File: src/rtl/prog_mem_ctrl_pkg.sv
// rtl/prog_mem_ctrl_pkg.sv - shared FSM encoding and channel-index width helper
package prog_mem_ctrl_pkg;

   typedef enum logic [1:0] {
      IDLE = 2'd0,
      BUSY = 2'd1,
      RESP = 2'd2
   } mem_state_e;

   // A single channel still needs a 1-bit index so port widths never collapse to zero.
   function automatic int ch_width(input int n);
      return (n > 1) ? $clog2(n) : 1;
   endfunction

endpackage

File: src/rtl/prog_mem_ctrl_rr_arbiter.sv
// rtl/prog_mem_ctrl_rr_arbiter.sv - round-robin arbiter scanning from rr_ptr upward
module prog_mem_ctrl_rr_arbiter
   import prog_mem_ctrl_pkg::*;
#(
   parameter int NUM_CHANNELS = 4,
   parameter int CH_W         = ch_width(NUM_CHANNELS)
) (
   input  logic [NUM_CHANNELS-1:0] req,
   input  logic [CH_W-1:0]         rr_ptr,
   input  logic                    enable,
   output logic [NUM_CHANNELS-1:0] grant,
   output logic [CH_W-1:0]         grant_idx
);

   int              scan;
   logic [CH_W-1:0] scan_idx;
   logic            found;

   always_comb begin
      grant     = '0;
      grant_idx = '0;
      found     = 1'b0;
      scan      = 0;
      scan_idx  = '0;
      for (int k = 0; k < NUM_CHANNELS; k++) begin
         scan = int'(rr_ptr) + k;
         if (scan >= NUM_CHANNELS) scan = scan - NUM_CHANNELS;
         scan_idx = CH_W'(scan);
         if (enable && !found && req[scan_idx]) begin
            grant[scan_idx] = 1'b1;
            grant_idx       = scan_idx;
            found           = 1'b1;
         end
      end
   end

endmodule

File: src/rtl/prog_mem_ctrl.sv
// rtl/prog_mem_ctrl.sv - multi-channel instruction store with programmable read latency
module prog_mem_ctrl
   import prog_mem_ctrl_pkg::*;
#(
   parameter int PC_ADDR_WIDTH  = 8,
   parameter int INST_MSG_WIDTH = 16,
   parameter int NUM_CHANNELS   = 4,
   parameter int LATENCY        = 2
) (
   input  logic                                  clk,
   input  logic                                  reset,
   input  logic [NUM_CHANNELS-1:0]               fetch_req_val,
   output logic [NUM_CHANNELS-1:0]               fetch_req_rdy,
   input  logic [NUM_CHANNELS*PC_ADDR_WIDTH-1:0] fetch_req_addr,
   output logic [NUM_CHANNELS-1:0]               fetch_resp_val,
   input  logic [NUM_CHANNELS-1:0]               fetch_resp_rdy,
   output logic [INST_MSG_WIDTH-1:0]             fetch_resp_inst,
   input  logic                                  load_en,
   input  logic [PC_ADDR_WIDTH-1:0]              load_addr,
   input  logic [INST_MSG_WIDTH-1:0]             load_data
);

   localparam int CH_W  = ch_width(NUM_CHANNELS);
   localparam int CNT_W = (LATENCY > 1) ? $clog2(LATENCY) : 1;
   localparam int DEPTH = 1 << PC_ADDR_WIDTH;

   mem_state_e                state, state_n;
   logic [CH_W-1:0]           rr_ptr, ch_q, grant_idx;
   logic [CNT_W-1:0]          counter;
   logic [PC_ADDR_WIDTH-1:0]  addr_q;
   logic [NUM_CHANNELS-1:0]   grant;
   logic                      arb_en, req_fire, capture, resp_fire, resp_rdy_sel;
   logic [INST_MSG_WIDTH-1:0] store [DEPTH];

   prog_mem_ctrl_rr_arbiter #(
      .NUM_CHANNELS (NUM_CHANNELS),
      .CH_W         (CH_W)
   ) u_arb (
      .req       (fetch_req_val),
      .rr_ptr    (rr_ptr),
      .enable    (arb_en),
      .grant     (grant),
      .grant_idx (grant_idx)
   );

   always_ff @(posedge clk or negedge reset) begin
      if (!reset) state <= IDLE;
      else        state <= state_n;
   end

   always_comb begin
      state_n        = state;
      arb_en         = 1'b0;
      req_fire       = 1'b0;
      capture        = 1'b0;
      resp_fire      = 1'b0;
      resp_rdy_sel   = 1'b0;
      fetch_req_rdy  = '0;
      fetch_resp_val = '0;
      for (int i = 0; i < NUM_CHANNELS; i++)
         if (CH_W'(i) == ch_q) resp_rdy_sel = fetch_resp_rdy[i];
      case (state)
         IDLE: begin
            // Gating with reset keeps rdy low while reset is held, not just after the edge.
            arb_en        = !load_en && reset;
            fetch_req_rdy = grant;
            if (|grant) begin
               req_fire = 1'b1;
               state_n  = BUSY;
            end
         end
         BUSY: begin
            if (counter == '0) begin
               capture = 1'b1;
               state_n = RESP;
            end
         end
         RESP: begin
            for (int i = 0; i < NUM_CHANNELS; i++)
               fetch_resp_val[i] = (CH_W'(i) == ch_q);
            if (resp_rdy_sel) begin
               resp_fire = 1'b1;
               state_n   = IDLE;
            end
         end
         default: state_n = IDLE;
      endcase
   end

   always_ff @(posedge clk or negedge reset) begin
      if (!reset) begin
         rr_ptr          <= '0;
         ch_q            <= '0;
         addr_q          <= '0;
         counter         <= '0;
         fetch_resp_inst <= '0;
      end else begin
         if (req_fire) begin
            ch_q    <= grant_idx;
            addr_q  <= fetch_req_addr[int'(grant_idx)*PC_ADDR_WIDTH +: PC_ADDR_WIDTH];
            counter <= CNT_W'(LATENCY - 1);
         end else if (state == BUSY && counter != '0) begin
            counter <= counter - 1'b1;
         end
         if (capture) fetch_resp_inst <= store[addr_q];
         if (resp_fire) rr_ptr <= (int'(ch_q) == NUM_CHANNELS - 1) ? '0 : ch_q + 1'b1;
      end
   end

   // Non-blocking write next to a non-blocking capture gives read-before-write on a collision.
   always_ff @(posedge clk) begin
      if (load_en) store[load_addr] <= load_data;
   end

endmodule

File: config.mk
export PLATFORM = sky130hd
export DESIGN_NAME = prog_mem_ctrl
export DESIGN_NICKNAME = d
export VERILOG_FILES = /design/src/rtl/prog_mem_ctrl_pkg.sv /design/src/rtl/prog_mem_ctrl_rr_arbiter.sv /design/src/rtl/prog_mem_ctrl.sv
export SDC_FILE = /design/constraint.sdc
export NUM_CORES = 2
export LEC_CHECK = 0
export CAP_MARGIN = 10
export CORE_UTILIZATION = 50
export CTS_CLUSTER_SIZE = 8
export DETAILED_ROUTE_END_ITERATION = 8
export PLACE_DENSITY = 0.65
export SLEW_MARGIN = 20
export SYNTH_ARGS = -nofsm -noshare
export SYNTH_HDL_FRONTEND = slang
export SYNTH_SLANG_ARGS = --single-unit
export TNS_END_PERCENT = 100
File: constraint.sdc
create_clock -name clk -period 3.65 [get_ports clk]
set_input_delay 1.095 -clock clk [delete_from_list [all_inputs] [get_ports clk]]
set_output_delay 1.095 -clock clk [all_outputs]
set_load 0.05 [all_outputs]
==> run_results.csv <==
group,metric,value,unit
status,status,"complete, but fails checks",
status,violations,"negative setup slack",
layout,regArea,124000,sq um
layout,drive_above_1_share,31.0,%
drt,wl,420,mm
logic_synthesis,ys_seq_elements,4127,
logic_synthesis,async_flop_share,0.751,%
critical_path,r2r_cells,9,
timing,min_period_over_period,114,%
logic_synthesis,synth_warnings,0,
timing,rsz0062_at_grt,"yes",
logic_synthesis,synth.top_cell.area_share,77.4,%
logic_synthesis,ys_top_cells_by_area,"edfxtp_1 (77%), mux4_2 (14%), mux2i_1 (2.5%)",
placement,gp_congestion,0.941,
drt,ant_nets,0,
timing,holdWs,0.223,ns
critical_path,crit_family,"buffers and inverters",
floorplan,coreArea,315000,sq um
global_routing,grt_pass1_wl,594,mm
drt,drc_errors,0,
layout,utilization,60.0,%
global_routing,track_usage,26.3,%
timing,worst_slew_pin_slew,1.20,ns
layout,n_fill_cell,21738,
clock_network,cts.clk_slew.worst_paths,0.05,ns
power_and_ir_drop,leakagePower,60.9,nW
critical_path,required,2.55,ns
clock_network,clock_latency,1.02,ns
drt,wire_per_inst,33.6,um
timing,maxSlewViolCount,0,
critical_path,cp_slowest_cell,"mux4_2",
min_path,hold_class,"input pin to async pin",
floorplan,fp.dieArea,320000,sq um
logic_synthesis,syn-num-nets,7169,
floorplan,pin_count,91,
logic_synthesis,synth_seq_area_share,77.9,%
timing,fmax,240,MHz
global_routing,overflow,0,
clock_network,cts.sink_count,4127,
global_routing,grt_pass1_vias,81174,
clock_network,cts_tree,"done",
placement,dpl.hpwl,259,mm
timing,finalCriticalPeriod,4.17,ns
logic_synthesis,avgSynthCellArea,22.4,sq um
critical_path,cp-start-kind,"input pin",
placement,pre_cts_slack,-0.658,ns
placement,port-buffer-count,90,
floorplan,num_rows,206,
logic_synthesis,synth_cell_types,62,
critical_path,cp.arrival,3.08,ns
timing,clock_skew,0.0643,ns
critical_path,path_class,"input pin to primary output",
power_and_ir_drop,irDropWorstVdd,0.513,mV
floorplan,die-height,566,um
critical_path,path_depth,8,
clock_network,cts_buffers,587,
global_routing,grt_max_degree,116,
logic_synthesis,synth_edf_count,4096,
floorplan,start_util,50.3,%
clock_network,ctsHtreeMaxLevel,6,
layout,fin_area,189000,sq um
layout,finalNetCount,8255,
critical_path,end_kind,"primary output",
logic_synthesis,synth_flop_cell,"edfxtp_1",
drt,vias,79491,
drt,drt-pass1-iter-count,6,
logic_synthesis,synth_top_cell_by_area,"edfxtp_1",
clock_network,cts_max_path_buffers,4,
layout,multi_input_area,33300,sq um
logic_synthesis,syn_inst,7090,
timing,fin_ws,-0.523,ns
job,maxCapViolCount,0,
drt,vias_per_cell,6.37,
layout,area_growth_syn_to_layout,19.3,%
clock_network,ctsRootBufferMaster,"clkbuf_16",
timing,fin_tns_setup,-1.97,ns
timing,hold_violations,0,
critical_path,path_max_fanout,5,
drt,drt_iter0_markers,10043,
timing,slew_headroom,20.3,%
timing,setup_viol,4,
power_and_ir_drop,p_per_area,743,nW/um^2
critical_path,slowest_delay,0.52,ns
critical_path,crit_path_cell_trace,"clkdlybuf4s50_1, buf_4, mux4_2, nor2b_4, and2_4, a22oi_2, o21ai_2, buf_12",
critical_path,cp_num_buf_inv,3,
logic_synthesis,syn_area,159000,sq um
placement,dpl_cell_area,173000,sq um
global_routing,antenna_found_initial,14,
floorplan,die_w,566,um
==> routing by layer <==
metal / vias up / part of all wire, % / track usage, % / routed length [um]
met2: 4025 / 48 / 41.8 / 202000
met4: 2 / 3.8 / 9.73 / 15900
met3: 711 / 9.0 / 5.39 / 37600
li1: 32219 / - / - / -
met1: 42534 / 39 / 36.3 / 164000
met5: - / 0.0033 / 0 / 14
==> final timing paths <==
kind | endpoint | start | slack, ns
worst min-delay path | rr_ptr[1]$_DFFE_PN0P_ | reset | 0.22
worst max-delay path | fetch_req_rdy[1] | fetch_req_val[1] | -0.52
min in group clk | store[154][5]$_DFFE_PP_ | load_data[5] | 0.46
worst max register to register | fetch_resp_inst[5]$_DFFE_PN0P_ | addr_q[0]$_DFFE_PN0P_ | 0.15
max in group asynchronous | addr_q[1]$_DFFE_PN0P_ | reset | 2.81
worst min register to register | counter$_DFFE_PN0P_ | counter$_DFFE_PN0P_ | 0.53
==> cell usage after synthesis (2+ instances only) <==
master	number
edfxtp_1	4096
mux4_2	992
mux2i_1	394
nor2_1	305
clkbuf_1	192
a21oi_1	123
a22oi_1	122
nand2_1	115
buf_2	114
o221ai_1	114
o22ai_1	94
buf_1	60
buf_4	44
nand3_1	38
nor3_1	34
a32oi_1	31
dfrtp_1	31
a211o_1	16
a211oi_1	16
nor4_1	15
o211ai_1	15
ha_1	12
nand2b_1	12
nor2b_1	12
inv_1	10
nand4_1	9
and2_1	7
buf_6	7
mux2_2	7
a22o_1	6
o21ai_0	6
mux2_4	4
nand3b_1	3
o21ai_2	3
o311ai_0	3
or2_2	2
==> what timing repair did <==
| item | CTS | global route |
|---|---|---|
| pin swaps | 3 | 2 |
| setup buffers | 11 | 0 |
| gates resized for setup | 21 | 5 |
| hold buffers | 0 | 0 |
| setup endpoints to repair | 8 | 8 |
==> where the power goes <==
part           total, mW  leakage (nW)  internal (mW)  switching (mW)
Clock               48.7          7.89           29.1            19.6
Combinational       39.1          15.8           17.1            22.0
Sequential          53.1          37.2           52.5           0.554
Total                141          60.9           98.6            42.2
==> placed cells by master (no fill, tap or decap), types with 9 or more instances in the layout <==
master           count
nor2_1             269
clkdlybuf4s50_1     63
inv_16              14
a211o_1             16
nand2b_1            11
o211ai_1            15
edfxtp_1          4096
o22ai_1             94
a21oi_1            123
mux2i_1            394
clkinv_8            11
buf_4              542
nand3_1             35
a32oi_1             31
a22oi_1            116
buf_12             286
o221ai_1           114
nor4_1              15
nor3_1              34
clkbuf_16          588
dfrtp_1             25
nand4_1              9
nand2_1            114
ha_1                11
nor2b_1             10
a211oi_1            16
mux4_2             993
buf_8               17
nor2_2              33
clkbuf_1            72
clkinv_16           27
==> metrics by stage <==
stage | std cells | power (mW)
after floorplan | 7090 | 77.3
after global placement | 11736 | 92.4
after detailed placement | 11736 | 92.8
after CTS | 12467 | 142
after global routing | 12469 | 145
final | 12475 | 141
==> area by class of cell <==
class | count | area share [%]
tap | 4160 | 2.75
timing repair buffer | 915 | 5.67
clock buffer | 660 | 7.91
sequential | 4127 | 65.3
inverter | 11 | 0.0271
multi-input combinational | 2534 | 17.6
antenna | 8 | 0.0106
clock inverter | 60 | 0.716
==> kinds of logic (layout without fill, tap and decap cells) <==
logic type | after synthesis | after routing | share of synthesized area, %
DFF | 4127 | 4127 | 77.9
adders and majority gates | 12 | 12 | 0.0945
muxes | 1399 | 1399 | 16.7
other | 0 | 8 | 0
AOI/OAI and AO/OA | 562 | 562 | 2.55
buffers and inverters | 429 | 1646 | 1.24
and+or+nand+nor | 561 | 561 | 1.52
==> registers in the layout (all words and copies together) (netlist names) <==
register,flops
ch_q,2
store,4096
fetch_resp_inst,16
state,2
counter,1
addr_q,8
rr_ptr,2
==> worst reg2reg max path, delay by kind of cell, from the launching register on <==
kind	cells	cell delay (ns)
mux	2	0.99
buf+inv	3	0.77
flops	1	0.53
compound gates	4	1.13
Note: power is estimated with default switching activity, not from simulation.
